--- config.mk ---
export PLATFORM = sky130hd
export DESIGN_NAME = bit_serializer
export DESIGN_NICKNAME = d
export VERILOG_FILES = /design/src/rtl/bit_serializer.sv
export SDC_FILE = /design/constraint.sdc
export NUM_CORES = 1
export LEC_CHECK = 0
export BUFFER_PORTS_ARGS = -buffer_cell sky130_fd_sc_hd__buf_2
export CAP_MARGIN = 20
export CORE_MARGIN = 3
export CORE_UTILIZATION = 55
export CTS_CLUSTER_DIAMETER = 50
export DETAILED_ROUTE_END_ITERATION = 7
export PLACE_DENSITY = 0.77
export SYNTH_ARGS = -nofsm -noshare
export SYNTH_HDL_FRONTEND = slang
export SYNTH_SLANG_ARGS = --single-unit
--- constraint.sdc ---
create_clock -name clk -period 2.1 [get_ports clk]
set_input_delay 0.42 -clock clk [delete_from_list [all_inputs] [get_ports clk]]
set_output_delay 0.42 -clock clk [all_outputs]
set_load 0.02 [all_outputs]
--- src/rtl/bit_serializer.sv ---
// Parallel-to-serial stage: takes WIDTH-bit words on a valid/ready handshake and
// shifts them out one bit per clock with a data-valid qualifier and frame marker.
module bit_serializer #(
    parameter int unsigned WIDTH      = 8,
    parameter bit          LSB_FIRST  = 1'b0,
    parameter int unsigned GAP_CYCLES = 0,
    parameter bit          IDLE_LEVEL = 1'b0
) (
    input  logic             clk,
    input  logic             rst_n,
    input  logic [WIDTH-1:0] in_data,
    input  logic             in_valid,
    output logic             in_ready,
    output logic             data,
    output logic             data_valid,
    output logic             frame_start,
    output logic             busy
);

    localparam int unsigned     CntW    = $clog2(WIDTH);
    localparam logic [CntW-1:0] LastCnt = CntW'(WIDTH - 1);
    localparam logic [7:0]      GapLast = 8'((GAP_CYCLES > 0) ? GAP_CYCLES - 1 : 0);

    typedef enum logic [1:0] {StIdle, StShift, StGap} state_e;

    state_e            state_q, state_d;
    logic [WIDTH-1:0]  shreg_q, shreg_d;
    logic [CntW-1:0]   bit_cnt_q, bit_cnt_d;
    logic [7:0]        gap_cnt_q, gap_cnt_d;
    logic              data_q, data_d;
    logic              data_valid_q, data_valid_d;
    logic              frame_start_q, frame_start_d;
    logic              busy_q, busy_d;
    logic              last_bit;
    logic              accept;

    // shreg holds the bits not yet driven; the outgoing bit sits at the shift end
    function automatic logic next_bit(input logic [WIDTH-1:0] x);
        return LSB_FIRST ? x[0] : x[WIDTH-1];
    endfunction

    function automatic logic [WIDTH-1:0] shift_out(input logic [WIDTH-1:0] x);
        return LSB_FIRST ? {1'b0, x[WIDTH-1:1]} : {x[WIDTH-2:0], 1'b0};
    endfunction

    always_comb begin
        last_bit = (state_q == StShift) && (bit_cnt_q == LastCnt);
        in_ready = (state_q == StIdle) || ((GAP_CYCLES == 0) && last_bit);
        accept   = in_valid && in_ready;
    end

    always_comb begin
        state_d       = state_q;
        shreg_d       = shreg_q;
        bit_cnt_d     = bit_cnt_q;
        gap_cnt_d     = gap_cnt_q;
        data_d        = IDLE_LEVEL;
        data_valid_d  = 1'b0;
        frame_start_d = 1'b0;

        unique case (state_q)
            StIdle: ;
            StShift: begin
                if (!last_bit) begin
                    data_d       = next_bit(shreg_q);
                    shreg_d      = shift_out(shreg_q);
                    bit_cnt_d    = bit_cnt_q + 1'b1;
                    data_valid_d = 1'b1;
                end else if (GAP_CYCLES > 0) begin
                    state_d   = StGap;
                    gap_cnt_d = '0;
                end else begin
                    state_d = StIdle;
                end
            end
            StGap: begin
                if (gap_cnt_q == GapLast) begin
                    state_d = StIdle;
                end else begin
                    gap_cnt_d = gap_cnt_q + 1'b1;
                end
            end
            default: state_d = StIdle;
        endcase

        // An accepted word overrides everything, giving zero-bubble back-to-back
        if (accept) begin
            state_d       = StShift;
            bit_cnt_d     = '0;
            data_d        = next_bit(in_data);
            shreg_d       = shift_out(in_data);
            data_valid_d  = 1'b1;
            frame_start_d = 1'b1;
        end

        busy_d = (state_d != StIdle);
    end

    always_ff @(posedge clk or negedge rst_n) begin
        if (!rst_n) begin
            state_q       <= StIdle;
            shreg_q       <= '0;
            bit_cnt_q     <= '0;
            gap_cnt_q     <= '0;
            data_q        <= IDLE_LEVEL;
            data_valid_q  <= 1'b0;
            frame_start_q <= 1'b0;
            busy_q        <= 1'b0;
        end else begin
            state_q       <= state_d;
            shreg_q       <= shreg_d;
            bit_cnt_q     <= bit_cnt_d;
            gap_cnt_q     <= gap_cnt_d;
            data_q        <= data_d;
            data_valid_q  <= data_valid_d;
            frame_start_q <= frame_start_d;
            busy_q        <= busy_d;
        end
    end

    assign data        = data_q;
    assign data_valid  = data_valid_q;
    assign frame_start = frame_start_q;
    assign busy        = busy_q;

endmodule

==> impl_metrics.ini, run 1 <==
[sta]
final_hold_viol_count = 0
fin_crit_ns = 1.999
max_slew.worst_pin.slew_ns = 0.5132
finalSetupViolCount = 0
finalMaxSlewViolations = 0
slew_headroom = 0.6579
fin_skew_ns = 0.008537
fmax_mhz = 500.2
fin_tns_setup_ns = 0
worst_slack_ns = 0.1008
rsz0062_at_grt = no
post-route-period-util = 0.9520

[drt]
detail-route-antenna-nets = 0
drtIter0Drc = 13
drc = 0
first_pass_iters = 4
wl_um = 2046
vias = 741
wl_per_cell_um = 15.38
vias_per_cell = 5.571

[placed_design]
port_buffers = 15
place_congestion = 0.8398
dp_slack_ns = 0.3841
hpwl_um = 1464

[setup_path]
worstPathArrival_ns = 1.58
cp-start-kind = flop
crit_type = flop to primary output
worstSetupEndpointType = primary output
worstPathMaxFanout = 8
crit_required_ns = 1.68

[power]
leakage_nw = 0.6148
ir_worst_vdd_uv = 804.7
powerDensity_nw_per_um2 = 1030

[finish]
antennaDiodeCount = 0
nets = 124
syn_to_final_growth_pct = 9.259
multi_input_area_um2 = 493.0
fill_cells = 160
layout.area.seq_um2 = 600.6
drive_gt1_frac = 0.2963

[grt]
antenna_found_initial = 0
grt_pass1_vias = 769
grtUsageTotal = 0.1842
grt-ovfl-total = 0
grt_max_degree = 25
grt_first_pass_wirelength_um = 3629

[floorplan]
die_h_um = 51.70
die_x_um = 51.70
rows = 15
core_um2 = 1839
start_util = 0.6245
dieArea_um2 = 2673
boundaryPins = 16

[clock_network]
cts_tree = built
clock_latency_ns = 0.31
cts_hold_buf = 0
cts-htree-levels = 1
cts_root_buf = clkbuf_4
clk_pin_slew_ns = 0.13
cts.sinks = 24
cts_buffer_depth = 2
cts_buffers = 3

[run_status]
status = completed

[worst_hold_path]
min_path_type = input port to async pin

[synth]
synthCells = 94
ys_seq_area_frac = 0.5229
syn-num-nets = 109
yosys_warnings = 0
synth.cell_area_um2 = 1149
ys_types = 33
ys_ff_latch = 24
syn_avg_cell_area_um2 = 12.22

[job]
cap_violations = 0
## power by group
group | leakage, nW | internal, mW | switching [mW]
Clock | 0.0210 | 0.106 | 0.133
Combinational | 0.283 | 0.210 | 0.216
Sequential | 0.310 | 0.567 | 0.0616
Total | 0.615 | 0.882 | 0.410
## cell type report
cell class                 count  area share
timing repair buffer          15     0.05982
multi-input combinational     60      0.3928
clock buffer                   4     0.02891
tap                           25     0.02493
inverter                       5     0.01496
sequential                    24      0.4786
## repair_timing
action                     in CTS  in global routing
setup endpoints to repair       0                  1
buffers inserted                0                  0
gates resized for setup         0                  1
## sequential cells by signal (all words and copies together), names as in the netlist
| name | count |
|---|---|
| bit_cnt_q | 3 |
| busy | 1 |
| data | 1 |
| data_valid | 1 |
| frame_start | 1 |
| gap_cnt_q | 8 |
| shreg_q | 7 |
| state_q | 2 |
## Yosys cell counts (all sizes together)
library cell | number | area share
ha | 4 | 0.044
dfrtp | 24 | 0.52
and2b | 1 | 0.0065
and3 | 1 | 0.0055
a21o | 2 | 0.020
buf | 3 | 0.026
xor2 | 3 | 0.023
a21oi | 2 | 0.012
nor4b | 1 | 0.013
and3b | 6 | 0.050
clkbuf | 2 | 0.0076
nand2b | 2 | 0.024
and4b | 1 | 0.0087
nand4 | 2 | 0.011
xnor2 | 3 | 0.023
or2 | 1 | 0.0055
a22o | 3 | 0.023
nor2 | 4 | 0.013
nand3b | 1 | 0.0065
a31oi | 6 | 0.033
nor3 | 3 | 0.013
nand3 | 2 | 0.0087
nand2 | 3 | 0.0098
o2bb2ai | 6 | 0.046
inv | 5 | 0.016
mux2 | 2 | 0.023
a211oi | 1 | 0.0065
## cell families (layout without fill, tap and decap cells)
| family | count (synthesis) | count (layout) | synth area share |
|---|---|---|---|
| AND/OR/NAND/NOR | 28 | 28 | 0.1754 |
| flip-flops | 24 | 24 | 0.5229 |
| AO/OA/AOI/OAI | 20 | 20 | 0.1394 |
| buffers and inverters | 10 | 24 | 0.05010 |
| XOR/XNOR | 6 | 6 | 0.04576 |
| adder cells (fa/ha/maj) | 4 | 4 | 0.04357 |
| multiplexers | 2 | 2 | 0.02287 |
## placed cells by master (no fill, tap or decap), drive strengths merged
master   synthesis  final
inv              5      5
or2              1      1
nand3            2      2
and2b            1      1
nand2            3      3
clkbuf           2      4
mux2             2      2
nor4b            1      1
nand2b           2      2
xor2             3      3
nand3b           1      1
and4b            1      1
o2bb2ai          6      6
buf              3     15
a21o             2      2
xnor2            3      3
a211oi           1      1
dfrtp           24     24
nor3             3      3
ha               4      4
a31oi            6      6
nand4            2      2
and3b            6      6
a22o             3      3
and3             1      1
nor2             4      4
a21oi            2      2
## through the flow
| stage | cells | utilization | hold WS (ns) | area [um^2] | power [mW] |
|---|---|---|---|---|---|
| detailed placement | 129 | 0.6612 | 0.4274 | 1216 | 1.066 |
| CTS | 133 | 0.6810 | 0.06958 | 1252 | 1.307 |
| global route | 133 | 0.6823 | 0.08077 | 1255 | 1.391 |
| global placement | 129 | 0.6612 | 0.4098 | 1216 | 1.040 |
| finish | 133 | 0.6823 | 0.05576 | 1255 | 1.292 |
| floorplan | 94 | - | 0.1244 | 1149 | 0.9746 |
## worst max-delay path, cell delays in order, from the launching register on
cell and delay [ns]:
dfrtp_1 0.41, ha_1 0.21, ha_2 0.21, and2b_1 0.23
nor2_1 0.05, buf_2 0.18
## worst paths after layout
check	startpoint	endpoint	depth (start not counted)	slack [ns]
max in group asynchronous	rst_n	shreg_q[3]	1	1.69
max	bit_cnt_q[0]	in_ready	5	0.10
max reg2reg	bit_cnt_q[0]	bit_cnt_q[0]	5	0.43
min in group clk	in_data[0]	shreg_q[1]	2	0.32
min	rst_n	frame_start	1	0.06
min reg2reg	shreg_q[2]	shreg_q[2]	1	0.50
## metal layers
layer  part of all wire  global-route usage
met1               0.50              0.2495
met5                  0                   0
met4             0.0093             0.07860
met3              0.038             0.04011
met2               0.46              0.2839
Power figures use the tool's default switching activity.
==> inputs of run 2 (changes only) <==
--- a/config.mk
+++ b/config.mk
@@ -8,10 +8,12 @@
 export BUFFER_PORTS_ARGS = -buffer_cell sky130_fd_sc_hd__buf_2
 export CAP_MARGIN = 20
 export CORE_MARGIN = 3
-export CORE_UTILIZATION = 55
+export CORE_UTILIZATION = 60
+export CTS_BUF_LIST = sky130_fd_sc_hd__clkbuf_4
 export CTS_CLUSTER_DIAMETER = 50
 export DETAILED_ROUTE_END_ITERATION = 7
-export PLACE_DENSITY = 0.77
+export MAX_ROUTING_LAYER = met4
+export PLACE_DENSITY = 0.83
 export SYNTH_ARGS = -nofsm -noshare
 export SYNTH_HDL_FRONTEND = slang
 export SYNTH_SLANG_ARGS = --single-unit
==> constraint.sdc (replaced) <==
create_clock -name clk -period 2.5 [get_ports clk]
set_input_delay 0.5 -clock clk [delete_from_list [all_inputs] [get_ports clk]]
set_output_delay 0.5 -clock clk [all_outputs]
set_load 0.02 [all_outputs]
==> impl_metrics.ini, run 2 (same netlist as run 1, synthesis figures left out) <==
[run_status]
status = completed

[drt]
detail-route-antenna-nets = 0
drtIter0Drc = 14
first_pass_iters = 4
wl_um = 1994
vias = 760
maxUsedRoutingLayer = met4
vias_per_cell = 5.714
wl_per_cell_um = 14.99
met2_length_um = 965
wl_met3_um = 116
routedLengthMet1_um = 881
drc = 0

[sta]
post-route-period-util = 0.8547
final_hold_viol_count = 0
holdWs_ns = 0.1369
max_slew.worst_pin.slew_ns = 0.5135
fin_tns_setup_ns = 0
slew_headroom = 0.6577
rsz0062_at_grt = no
finalSetupViolCount = 0
finalMaxSlewViolations = 0
fin_skew_ns = 0.009433
fin_crit_ns = 2.137
fmax_mhz = 468.0

[setup_path]
cp-start-kind = flop
cp-startpoint = bit_cnt_q[0]
crit_type = flop to primary output
worstPathArrival_ns = 1.64
worstSetupEndpointType = primary output
crit_chain = ha_1 -> ha_1 -> and2b_1 -> nor2_1 -> buf_2
cp_num_buf_inv = 1
crit_path_frequent_cell = ha_1
critPathTopFamily = adder cells
reg2reg_from = bit_cnt_q[0]
crit_required_ns = 2.00
cp_slowest_stage_delay_ns = 0.41
cp_slowest_cell = dfrtp_1
worstPathMaxFanout = 8

[power]
pwr-share-seq = 0.458
pwr-share-clk = 0.236
p_sw_mw = 0.3417
ir_worst_vdd_uv = 635.3
combPwrFrac = 0.305
powerDensity_nw_per_um2 = 908.5
leakage_nw = 0.6238
internal_power_mw = 0.8109
finalPower_mw = 1.153
swShare = 0.2965

[clock_network]
cts_hold_buf = 0
postCtsSetupRepairBufs = 0
cts.sinks = 24
cts_resized = 0
cts-htree-levels = 1
clock_latency_ns = 0.31
cts_buffer_depth = 2
clk_pin_slew_ns = 0.13
cts_root_buf = clkbuf_4
cts_buffers = 3
cts_tree = built

[finish]
top_register = gap_cnt_q
antennaDiodeCount = 0
final_cell_mix = 24 x dfrtp_1, 15 x buf_2, 6 x a31oi_1, 6 x o2bb2ai_1, 5 x inv_1
drive_gt1_frac = 0.2870
top_regs = gap_cnt_q (8), shreg_q (7), bit_cnt_q (3)
syn_to_final_growth_pct = 10.46
nets = 124
largest_reg_flops = 8
final_cells = 133
final_common_cell = dfrtp_1
utilization = 0.7191

[floorplan]
rows = 15
core_um2 = 1764
die_h_um = 49.76
die_x_um = 49.76
boundaryPins = 16
start_util = 0.6511
dieArea_um2 = 2476

[placed_design]
hpwl_um = 1435
port_buffers = 15
dpl.cell_count = 129
place_congestion = 0.7963

[grt]
grtUsageTotal = 0.1931
grt_max_degree = 25
grt_pass1_vias = 756
grt_first_pass_wirelength_um = 3422
antenna_found_initial = 0
grt-ovfl-total = 0

[job]
cap_violations = 0

[worst_hold_path]
min_path_type = input port to async pin
==> run 2: cell count changes in the layout (fill, tap and decap cells not counted) <==
| cell | change |
|---|---|
| bufinv_16 | +1 |
| ha_2 | -1 |
| clkbuf_8 | -1 |
| ha_1 | +1 |
==> run 2: power by group through the flow <==
stage	combinational, mW	sequential [mW]	clock, mW
6_report	0.352	0.528	0.272
5_1_grt	0.396	0.537	0.302
4_1_cts	0.357	0.528	0.282
3_5_place_dp	0.350	0.536	0
3_3_place_gp	0.340	0.531	0
2_1_floorplan	0.279	0.540	0
==> run 2: through the flow <==
| step | cell area, um^2 | setup slack, ns |
|---|---|---|
| 6_report | 1269 | 0.3631 |
| 5_1_grt | 1269 | 0.2391 |
| 4_1_cts | 1269 | 0.3449 |
| 3_5_place_dp | 1216 | 0.7306 |
| 3_3_place_gp | 1216 | 0.7503 |
| 2_1_floorplan | 1149 | 0.7898 |
==> run 2: final cells by class <==
type	count	area (um^2)
Clock buffer	3	22.52
Clock inverter	1	30.03
Fill cell	143	495.5
Inverter	5	18.77
Multi-Input combinational cell	60	490.5
Sequential cell	24	600.6
Tap cell	25	31.28
Timing Repair Buffer	15	75.07
==> run 2: layer usage <==
metal	global-route usage	vias to the layer above
met3	0.06949	4
met4	0.07834	0
met5	-	-
met2	0.3106	23
met1	0.2180	364
li1	-	369
==> run 2: path summary, 6_finish.rpt <==
check,endpoint,slack [ns],cells after the start
max,in_ready,0.36,5
min reg2reg,shreg_q[4],0.49,1
max in group asynchronous,gap_cnt_q[5],2.02,1
min,gap_cnt_q[6],0.14,1
min in group clk,shreg_q[1],0.42,2
max reg2reg,bit_cnt_q[0],0.78,5
==> run 2: worst register-to-register path, delay by kind of cell, from the launching register on <==
family | cells | cell delay [ns]
adder cells (fa/ha/maj) | 2 | 0.44
flip-flops | 1 | 0.41
AO/OA/AOI/OAI | 1 | 0.29
multiplexers | 1 | 0.27
AND/OR/NAND/NOR | 1 | 0.21
